--- config.mk ---
export PLATFORM = sky130hd
export DESIGN_NAME = uart_tx
export DESIGN_NICKNAME = d
export VERILOG_FILES = /design/src/rtl/uart_tx.sv
export SDC_FILE = /design/constraint.sdc
export NUM_CORES = 1
export LEC_CHECK = 0
export CAP_MARGIN = 20
export CORE_MARGIN = 8
export CORE_UTILIZATION = 40
export CTS_CLUSTER_DIAMETER = 50
export DETAILED_ROUTE_END_ITERATION = 8
export PLACE_DENSITY = 0.68
export REMOVE_ABC_BUFFERS = 1
export SYNTH_ARGS = -nofsm -noshare
export SYNTH_HDL_FRONTEND = slang
export SYNTH_SLANG_ARGS = --single-unit
--- constraint.sdc ---
create_clock -name CLK_I -period 1.9 [get_ports CLK_I]
set_input_delay 0.38 -clock CLK_I [delete_from_list [all_inputs] [get_ports CLK_I]]
set_output_delay 0.38 -clock CLK_I [all_outputs]
set_load 0.05 [all_outputs]
--- src/rtl/uart_tx.sv ---
// 8N1 UART transmitter with fractional baud compensation and an idle-time
// passthrough of a second serial source.
module uart_tx #(
    parameter int CLK_RATE  = 100 * 10 ** 6,
    parameter int BAUD_RATE = 115200
) (
    input  logic       CLK_I,
    input  logic       RST_NI,
    input  logic       TX_START_I,
    input  logic [7:0] DATA_I,
    output logic       TX_READY_O,
    output logic       TX_DONE_O,
    output logic       TX_O,
    input  logic       CHANNEL_I,
    input  logic       TX2_I
);

    localparam int BIT_INTERVAL       = CLK_RATE / BAUD_RATE;
    localparam int REMAINDER_INTERVAL = ((CLK_RATE % BAUD_RATE) * 10) / BAUD_RATE;
    localparam int REM_DIV            = (REMAINDER_INTERVAL > 0) ? REMAINDER_INTERVAL : 1;
    localparam int BAUD_W             = $clog2(BIT_INTERVAL + 1);
    localparam logic [BAUD_W-1:0] LAST_SHORT = BAUD_W'(BIT_INTERVAL - 1);
    localparam logic [BAUD_W-1:0] LAST_LONG  = BAUD_W'(BIT_INTERVAL);

    typedef enum logic [1:0] {
        IDLE  = 2'd0,
        START = 2'd1,
        DATA  = 2'd2,
        STOP  = 2'd3
    } state_t;

    state_t              state_r;
    logic [3:0]          bit_cnt_r;
    logic [BAUD_W-1:0]   baud_cnt_r;
    logic [7:0]          shift_r;
    logic                tx_r;
    logic                done_r;
    logic                ready_s;
    logic                long_period_s;
    logic                period_end_s;
    logic                tx_s;

    // bit_cnt_r numbers the bit periods 0..9 across the frame, so it also
    // selects which periods get the extra compensation cycle.
    always_comb begin
        long_period_s = 1'b0;
        if (REMAINDER_INTERVAL > 0) begin
            long_period_s = (((int'(bit_cnt_r) + 32'sd1) % REM_DIV) == 32'sd0);
        end else begin
            long_period_s = 1'b0;
        end
        period_end_s = (baud_cnt_r == (long_period_s ? LAST_LONG : LAST_SHORT));
        ready_s      = RST_NI && (state_r == IDLE) && !CHANNEL_I;
    end

    // Frame sequencer: state, counters, latched byte and registered line.
    always_ff @(posedge CLK_I) begin
        if (!RST_NI) begin
            state_r    <= IDLE;
            bit_cnt_r  <= 4'd0;
            baud_cnt_r <= '0;
            shift_r    <= 8'd0;
            tx_r       <= 1'b1;
            done_r     <= 1'b0;
        end else begin
            done_r <= 1'b0;
            case (state_r)
                IDLE: begin
                    tx_r       <= 1'b1;
                    bit_cnt_r  <= 4'd0;
                    baud_cnt_r <= '0;
                    if (TX_START_I && ready_s) begin
                        state_r <= START;
                        shift_r <= DATA_I;
                        tx_r    <= 1'b0;
                    end
                end
                START: begin
                    if (period_end_s) begin
                        state_r    <= DATA;
                        tx_r       <= shift_r[0];
                        baud_cnt_r <= '0;
                        bit_cnt_r  <= bit_cnt_r + 4'd1;
                    end else begin
                        baud_cnt_r <= baud_cnt_r + 1'b1;
                    end
                end
                DATA: begin
                    if (period_end_s) begin
                        baud_cnt_r <= '0;
                        bit_cnt_r  <= bit_cnt_r + 4'd1;
                        if (bit_cnt_r == 4'd8) begin
                            state_r <= STOP;
                            tx_r    <= 1'b1;
                        end else begin
                            // bit_cnt_r is one ahead of the data index on the line
                            tx_r <= shift_r[bit_cnt_r[2:0]];
                        end
                    end else begin
                        baud_cnt_r <= baud_cnt_r + 1'b1;
                    end
                end
                STOP: begin
                    if (period_end_s) begin
                        state_r    <= IDLE;
                        done_r     <= 1'b1;
                        bit_cnt_r  <= 4'd0;
                        baud_cnt_r <= '0;
                        tx_r       <= 1'b1;
                    end else begin
                        baud_cnt_r <= baud_cnt_r + 1'b1;
                    end
                end
                default: begin
                    state_r    <= IDLE;
                    bit_cnt_r  <= 4'd0;
                    baud_cnt_r <= '0;
                    tx_r       <= 1'b1;
                end
            endcase
        end
    end

    // Passthrough is only allowed between frames and never during reset.
    always_comb begin
        tx_s = tx_r;
        if (!RST_NI) begin
            tx_s = 1'b1;
        end else if ((state_r == IDLE) && CHANNEL_I) begin
            tx_s = TX2_I;
        end else begin
            tx_s = tx_r;
        end
    end

    assign TX_O       = tx_s;
    assign TX_READY_O = ready_s;
    assign TX_DONE_O  = done_r;

endmodule
## Word level (Yosys, flattened, before mapping)

Index checks and enable logic that the tools add are counted.

| storage, ports and cells | value |
|---|---|
| flip-flop bits (word level) | 26 |
| input port bits | 13 |
| output and inout port bits | 3 |
| logic and storage cells | 55 |

| cells by class | value |
|---|---|
| add/subtract/negate cells | 2 |
| magnitude comparators | 1 |
| equal/unequal tests | 11 |
| multiplexer cells | 22 |
| reduce and logical (&&, ||, !) cells | 13 |

Operators by type and width:

| kind | number |
|---|---|
| case mux 10 bit (2 select lines) | 1 |
| case mux 4 bit (3 select lines) | 1 |
| adder 10 x 1 -> 10 bit, second input constant | 1 |
| equality test 10 bit, second input constant | 1 |
| 2-to-1 mux 10 bit | 1 |
| 2-to-1 mux 2 bit | 5 |
| 2-to-1 mux 1 bit | 9 |
| 2-to-1 mux 4 bit | 2 |
| != test 2 bit, second input constant | 4 |
| case mux 2 bit (4 select lines) | 1 |
| AND reduction 2 bit | 3 |
| AND reduction 5 bit | 1 |
| adder 4 x 1 -> 4 bit, second input constant | 1 |
| equality test 2 bit, second input constant | 2 |
| equality test 4 bit, second input constant | 1 |
| logical AND 1 bit | 4 |
| < comparator 3 x 4 -> 1 bit, second input constant | 1 |
| != test 2 x 1 -> 1 bit, second input constant | 2 |
| case mux 1 bit (4 select lines) | 1 |
| binary-select mux 1 bit (select 3 bit) | 1 |
| AND reduction 3 bit | 1 |
| OR reduction 3 bit | 1 |
| equality test 2 x 1 -> 1 bit, second input constant | 1 |
| zero test 2 bit | 1 |
| other kinds (2) | 2 |

## Logic depth before layout (Yosys ltp)

| depth | value |
|---|---|
| word-level depth | 6 |
| gate-level depth with buffers | 7 |
| depth with buffers taken out | 6 |

## Worst setup path before layout

OpenSTA, ideal clock, no wires.

| timing | value |
|---|---|
| path type | register to output |
| from | register state_r[0] |
| to | output port TX_READY_O |
| arrival | 1.747 ns |
| required time | 1.520 ns |
| slack | -0.227 ns |
| cell stages (with the launch flop) | 5 |
| cell sequence | dfxtp_1 > inv_1 > ha_1 > inv_1 > nor3_1 |

| between the ends | value |
|---|---|
| longest elaborated chain between the ends | 3 |

Ends and longest elaborated chain:

| element | line | RTL |
|---|---|---|
| from (decl) | 32 | `state_t state_r;` |
| from (signal assigned) | 59 | `state_r <= IDLE;` |
| from (signal assigned) | 73 | `state_r <= START;` |
| from (signal assigned) | 80 | `state_r <= DATA;` |
| zero test 2 bit | 53 | `ready_s = RST_NI && (state_r == IDLE) && !CHANNEL_I;` |
| logical AND 1 bit (2 in series) | 53 |  |
| to (decl) | 11 | `output logic TX_READY_O,` |

No other way between the ends.

## Final worst setup path

| timing | value |
|---|---|
| from | register state_r[1] |
| to | output port TX_READY_O |

The elaborated chain is that of the path after synthesis.

==> impl_table.tex <==
\begin{tabular}{lr}
\hline
Metric & Value \\
\hline
\multicolumn{2}{l}{\textbf{GRT}} \\
\quad GRT Util Overall & 0.103 \\
\quad Antenna violations before repair & 0 \\
\quad Met3 Usage GRT & 0.00819 \\
\quad First-pass GRT wire length & 4.53 mm \\
\quad Global routing met2 resource utilization & 0.185 \\
\quad Maximum number of pins on one net before global-route repair & 17 \\
\quad Most utilized layer in the global route result & met2 \\
\quad Gr ovfl total & 0 \\
\quad Vias in the first global route & 1106 \\
\quad Global Route met1 Usage & 0.118 \\
\multicolumn{2}{l}{\textbf{Clock network}} \\
\quad Root Driver & clkbuf\_4 \\
\quad \# resized after CTS & 3 \\
\quad CTS H-tree depth & 1 \\
\quad Clock network latency to the later pin of the worst-skew pair & 0.31 ns \\
\quad Clock Pin Slew Worst Setup and Hold Paths & 0.14 ns \\
\quad CTS tree & built \\
\quad Worst-case clock buffer depth & 2 \\
\quad TritonCTS buffer count & 3 \\
\quad Hold-fix buffer count after cts & 0 \\
\quad Post-CTS setup buffer count & 0 \\
\quad Sink Count & 26 \\
\multicolumn{2}{l}{\textbf{Route}} \\
\quad First-pass DRT Iterations & 4 \\
\quad DR DRC count & 0 \\
\quad Residual antenna-violating net count after detailed routing & 0 \\
\quad Routed length per placed instance & 12.4 um \\
\quad Detailed Route Iter0 Violations & 86 \\
\quad Vias post-DR & 1147 \\
\quad Via count normalized by instance count & 5.21 \\
\quad Total routed wirelength & 2.74 mm \\
\multicolumn{2}{l}{\textbf{Hold path}} \\
\quad Depth of the worst hold-timing path & 1 \\
\quad Min-delay worst type & register to register \\
\multicolumn{2}{l}{\textbf{Final layout}} \\
\quad Area delta synth->final & 25.7\% \\
\quad Post-route standard cell area excluding fillers & 1660 um\^{}2 \\
\quad Top library cells by usage in the layout, fill and taps aside & 24 x dfxtp\_1, 22 x nand2\_1, 14 x nand3\_1 \\
\quad Most frequent standard cell in the layout excluding fill and tap cells & dfxtp\_1 \\
\quad Filler cell count & 316 \\
\quad Fin nets & 196 \\
\quad End-of-flow core utilization & 0.508 \\
\quad Ant diodes & 0 \\
\quad Fraction of final layout cells with drive strength greater than 1 & 0.155 \\
\multicolumn{2}{l}{\textbf{Place}} \\
\quad Worst slack at placement & -0.0219 ns \\
\quad Detailed-placement wirelength estimate & 2.10 mm \\
\quad Count of input and output buffers & 15 \\
\quad GPL Wtd Cong & 0.804 \\
\quad Area of placed instances & 1590 um\^{}2 \\
\multicolumn{2}{l}{\textbf{Die}} \\
\quad Chip Height & 73.4 um \\
\quad Overall die width & 73.4 um \\
\quad Standard-cell rows & 21 \\
\quad IO Count & 16 \\
\quad Starting Density & 0.404 \\
\quad DIE AREA & 5390 um\^{}2 \\
\quad Area of the core region & 3260 um\^{}2 \\
\multicolumn{2}{l}{\textbf{Synthesis}} \\
\quad Portion of the post-synthesis area used by sequential elements & 0.395 \\
\quad Instance count of the mapped netlist & 152 \\
\quad Number of register bits inferred by synthesis & 26 \\
\quad Number of warnings reported in the yosys synthesis log & 0 \\
\quad Post-synthesis area per instance & 8.67 um\^{}2 \\
\quad Number of library cell types mapped by synthesis & 34 \\
\quad Netlist area before placement & 1320 um\^{}2 \\
\multicolumn{2}{l}{\textbf{Setup path}} \\
\quad Required time of the worst setup path & 1.52 ns \\
\quad Reg2reg path depth & 5 \\
\quad Crit path arrival time & 1.45 ns \\
\quad Critical path launch point type & register \\
\quad Largest driver fanout on the critical path & 4 \\
\quad Setup crit end kind & output port \\
\quad Worst Path Class, Setup & register to output port \\
\multicolumn{2}{l}{\textbf{Outcome}} \\
\quad Outcome & finished clean \\
\multicolumn{2}{l}{\textbf{Pwr}} \\
\quad Largest voltage drop on the vdd net & 0.399 mV \\
\quad Leakage & 0.582 nW \\
\quad Overall power of the completed layout & 1.47 mW \\
\quad Ratio of total power to cell area & 886 nW/um\^{}2 \\
\multicolumn{2}{l}{\textbf{STA}} \\
\quad Relative slew slack & 0.672 \\
\quad Final sum of negative setup slack & 0 ns \\
\quad Final Hold Fails & 0 \\
\quad Unrepaired setup endpoints after global routing & false \\
\quad Final slew viol count & 0 \\
\quad Min Tclk post-route & 1.83 ns \\
\quad Count of endpoints failing setup in the final report & 0 \\
\quad Tightest Pin Transition & 0.491 ns \\
\quad Maximum frequency from static timing analysis & 547 MHz \\
\quad Post-route worst setup slack & 0.0732 ns \\
\quad Final worst-path cycle share & 0.961 \\
\quad Clk\_skew & 0.00469 ns \\
\multicolumn{2}{l}{\textbf{Run}} \\
\quad MaxCap Viol Count & 0 \\
\hline
\end{tabular}
cell usage after synthesis:
cell        n  area share
a31oi_1     2      0.0095
nand3_1    14       0.053
ha_1        8       0.076
o211ai_1    3       0.017
xor2_1      5       0.033
and3_1      2      0.0095
or2_4       1      0.0066
o31ai_1     1      0.0057
o21ai_0     9       0.034
dfxtp_1    26        0.40
and3b_1     1      0.0066
a221o_1     1      0.0076
nand2_1    22       0.063
nor4bb_1    1      0.0076
a2bb2oi_1   1      0.0066
o31a_2      1      0.0076
a311oi_1    1      0.0066
nand4_1     4       0.019
or4_4       1      0.0085
nor3_1      3       0.011
a21o_1      1      0.0057
nor2_1     13       0.037
clkbuf_1    5       0.014
xnor2_1     3       0.020
a21oi_1     5       0.019
and4_1      1      0.0066
a211oi_1    1      0.0057
nand4bb_4   1       0.021
inv_1       8       0.023
and4b_1     1      0.0076
mux4_2      2       0.034
nand3b_1    1      0.0057
or3_1       2      0.0095
or3b_1      1      0.0066
layout make-up:
class                           instances  area [um^2]  area share
Clock buffer                            4         36.3      0.0219
Inverter                                8         30.0      0.0181
Multi-Input combinational cell        113          779       0.471
Sequential cell                        26          523       0.316
Tap cell                               46         57.6      0.0347
Timing Repair Buffer                   23          230       0.139
critical path: stages, from the launching register on:
cell and delay, ns:
dfxtp_1 0.35, inv_1 0.14, ha_4 0.17, inv_1 0.07, nor3_4 0.23, buf_12 0.16
through the flow:
step	cells	hold WS (ns)
after global routing	220	0.466
after CTS	220	0.474
final	220	0.446
after floorplan	147	0.426
after detailed placement	216	0.451
after global placement	216	0.439
cells by family after synthesis:
group	count (synthesis)	share of synthesized area
AO/OA/AOI/OAI	26	0.125
XOR/XNOR	8	0.0532
adder cells (fa/ha/maj)	8	0.0760
buffers and inverters	13	0.0370
flip-flops	26	0.395
multiplexers	2	0.0342
AND/OR/NAND/NOR	69	0.279
report_power, final:
part / switching, mW / internal (mW) / leakage, nW
sequential: 0.0357 / 0.595 / 0.212
combinational: 0.290 / 0.267 / 0.349
clock: 0.163 / 0.117 / 0.0210
layer usage:
layer,routed length (um),vias to the layer above
met4,40,0
li1,-,580
met1,1250,552
met3,49,2
met5,0,-
met2,1400,13
sequential cells by signal (all words and copies together), names as in the netlist:
signal      flops
TX_DONE_O       1
state_r         2
baud_cnt_r     10
bit_cnt_r       4
shift_r         8
tx_r            1
final timing paths:
| check | endpoint | slack [ns] | from |
|---|---|---|---|
| max reg2reg | bit_cnt_r[3]$_SDFFE_PN0P_ | 0.08 | baud_cnt_r[0]$_SDFF_PP0_ |
| min reg2reg | baud_cnt_r[0]$_SDFF_PP0_ | 0.45 | baud_cnt_r[0]$_SDFF_PP0_ |
| max | TX_READY_O | 0.07 | state_r[1]$_SDFFE_PN0P_ |
| min | baud_cnt_r[0]$_SDFF_PP0_ | 0.45 | baud_cnt_r[0]$_SDFF_PP0_ |
(Power assumes the default switching activity.)
==> RTL edit (config.mk and constraints unchanged) <==
Register the output `TX_O`, without a reset; this adds one clock of latency there. The other outputs are not delayed to match.
--- a/src/rtl/uart_tx.sv
+++ b/src/rtl/uart_tx.sv
@@ -134,5 +134,7 @@
     end
 
-    assign TX_O       = tx_s;
+    always_ff @(posedge CLK_I) begin
+        TX_O <= tx_s;
+    end
     assign TX_READY_O = ready_s;
     assign TX_DONE_O  = done_r;
Behaviour: not the same (Yosys sat finds a counterexample within 4 cycles, from zero or initial values and one cycle with RST_NI low).
==> RTL edit against the unedited design <==
- wire length up 4.2%
- sequential cell count grew 1
- sequential share of layout area is 0.74 points higher
- power decreased by 1.2%
- final area increased by 1.4%
- area after synthesis up 0.66%
- critical path depth unchanged
- setup slack worse by 0.033 ns
- register-to-register slack better by 0.04 ns
- first-iteration DRC count grew 24%
==> RTL edit: results <==
metrics = {
    "status": {
        "status": "finished, final reports clean",
    },
    "clock_network": {
        "cts-root-buf": "clkbuf_4",
        "clkSlewWorstSetupHoldPaths_ns": 0.14,
        "cts_made_buffers": 3,
        "clk_latency_ns": 0.33,
    },
    "setup_path": {
        "path_max_fanout": 5,
        "cpPeakStageDelay_ns": 0.55,
        "arrival_ns": 1.48,
        "crit_path_top_delay_cell": "clkdlybuf4s50_1",
    },
    "synthesis": {
        "synth_xor_xnor_area_share_pct": 5.28,
        "synthTopCellsByArea": "dfxtp_1 41%, ha_1 7.5%, nand2_1 6.2%, nand3_1 4.9%, o21ai_0 3.4%",
        "synthAdderAreaFrac_pct": 7.55,
        "avgSynthCellArea_um2": 8.50,
        "muxShareOfSynthArea_pct": 3.21,
        "yosysSeqAreaShare_pct": 40.8,
        "yosys_warnings": 0,
        "synth_compound_area_share_pct": 13.3,
        "ys_top_cells_by_count": "27 x dfxtp_1, 22 x nand2_1, 13 x nand3_1",
    },
    "finish": {
        "drive_gt1_share_pct": 15.8,
        "finalNetCount": 206,
    },
    "timing": {
        "slew_headroom_pct": 66.2,
        "finClkSkew_ns": 0.0129,
    },
    "placed_design": {
        "dpl_worst_slack_ns": 0.0299,
        "place_hpwl_um": 2240,
        "placed_cells": 226,
        "placed_area_um2": 1620,
        "gp_congestion": 0.868,
    },
    "power": {
        "pwr-share-comb_pct": 37.0,
        "peakVddDrop_v": 0.000424,
        "clockPowerShare_pct": 17.2,
        "p_clk_w": 0.000249,
        "p_leak_nw": 0.630,
        "switchingPower_w": 0.000484,
    },
    "route": {
        "drt-initial-drc-count": 107,
        "postRouteWirelength_um": 2850,
        "viasPerCell": 5.15,
        "dr.pass1.iters": 4,
        "num_vias": 1184,
    },
    "global_routing": {
        "grt_pass1_vias": 1149,
        "grt_pass1_wl_um": 4970,
        "antenna_found_initial": 0,
        "gr-usage-all-layers_pct": 11.5,
    },
    "min_path": {
        "hold_path.class": "flop to flop",
    },
}
[RTL edit: changes by cell type after synthesis, sizes merged, moves of 2 or more]
cell | unedited run | this run
a211o | 0 | 2
and3 | 2 | 4
mux2i | 0 | 2
nand4 | 4 | 2
nor3 | 3 | 5
nor4 | 0 | 2
xnor2 | 3 | 5
xor2 | 5 | 3
[RTL edit: timing repair]
| item | 4_1_cts | 5_1_grt |
|---|---|---|
| setup buffers | 0 | 0 |
| resized for setup | 4 | 7 |
| setup endpoints to repair | 1 | 13 |
[RTL edit: path summary, 6_finish.rpt]
check	slack, ns	start	cells after the start	end
hold / removal	0.47	shift_r[4]$_SDFFE_PN0P_	2	shift_r[4]$_SDFFE_PN0P_
setup / recovery	0.04	RST_NI	5	TX_READY_O
setup reg to reg	0.12	bit_cnt_r[0]$_SDFFE_PN0P_	4	tx_r$_SDFFE_PN1P_
hold reg to reg	0.47	shift_r[4]$_SDFFE_PN0P_	2	shift_r[4]$_SDFFE_PN0P_
[RTL edit: cell type report]
type | count | area, µm²
clock buffer | 3 | 22.5
tap | 46 | 57.6
inverter | 9 | 33.8
clock inverter | 1 | 5.00
fill | 340 | 1580
sequential | 27 | 543
timing repair buffer | 29 | 268
multi-input combinational | 115 | 751
[RTL edit: layer usage]
layer  wire (µm)  track usage [%]
met1        1230             12.7
met2        1450             19.9
met3         137             3.82
met4          32             3.99
met5           0                0
[RTL edit: critical path: cells and delay by family]
family / cells / cell delay [ns]
buffers and inverters: 4 / 0.91
AND/OR/NAND/NOR: 1 / 0.18
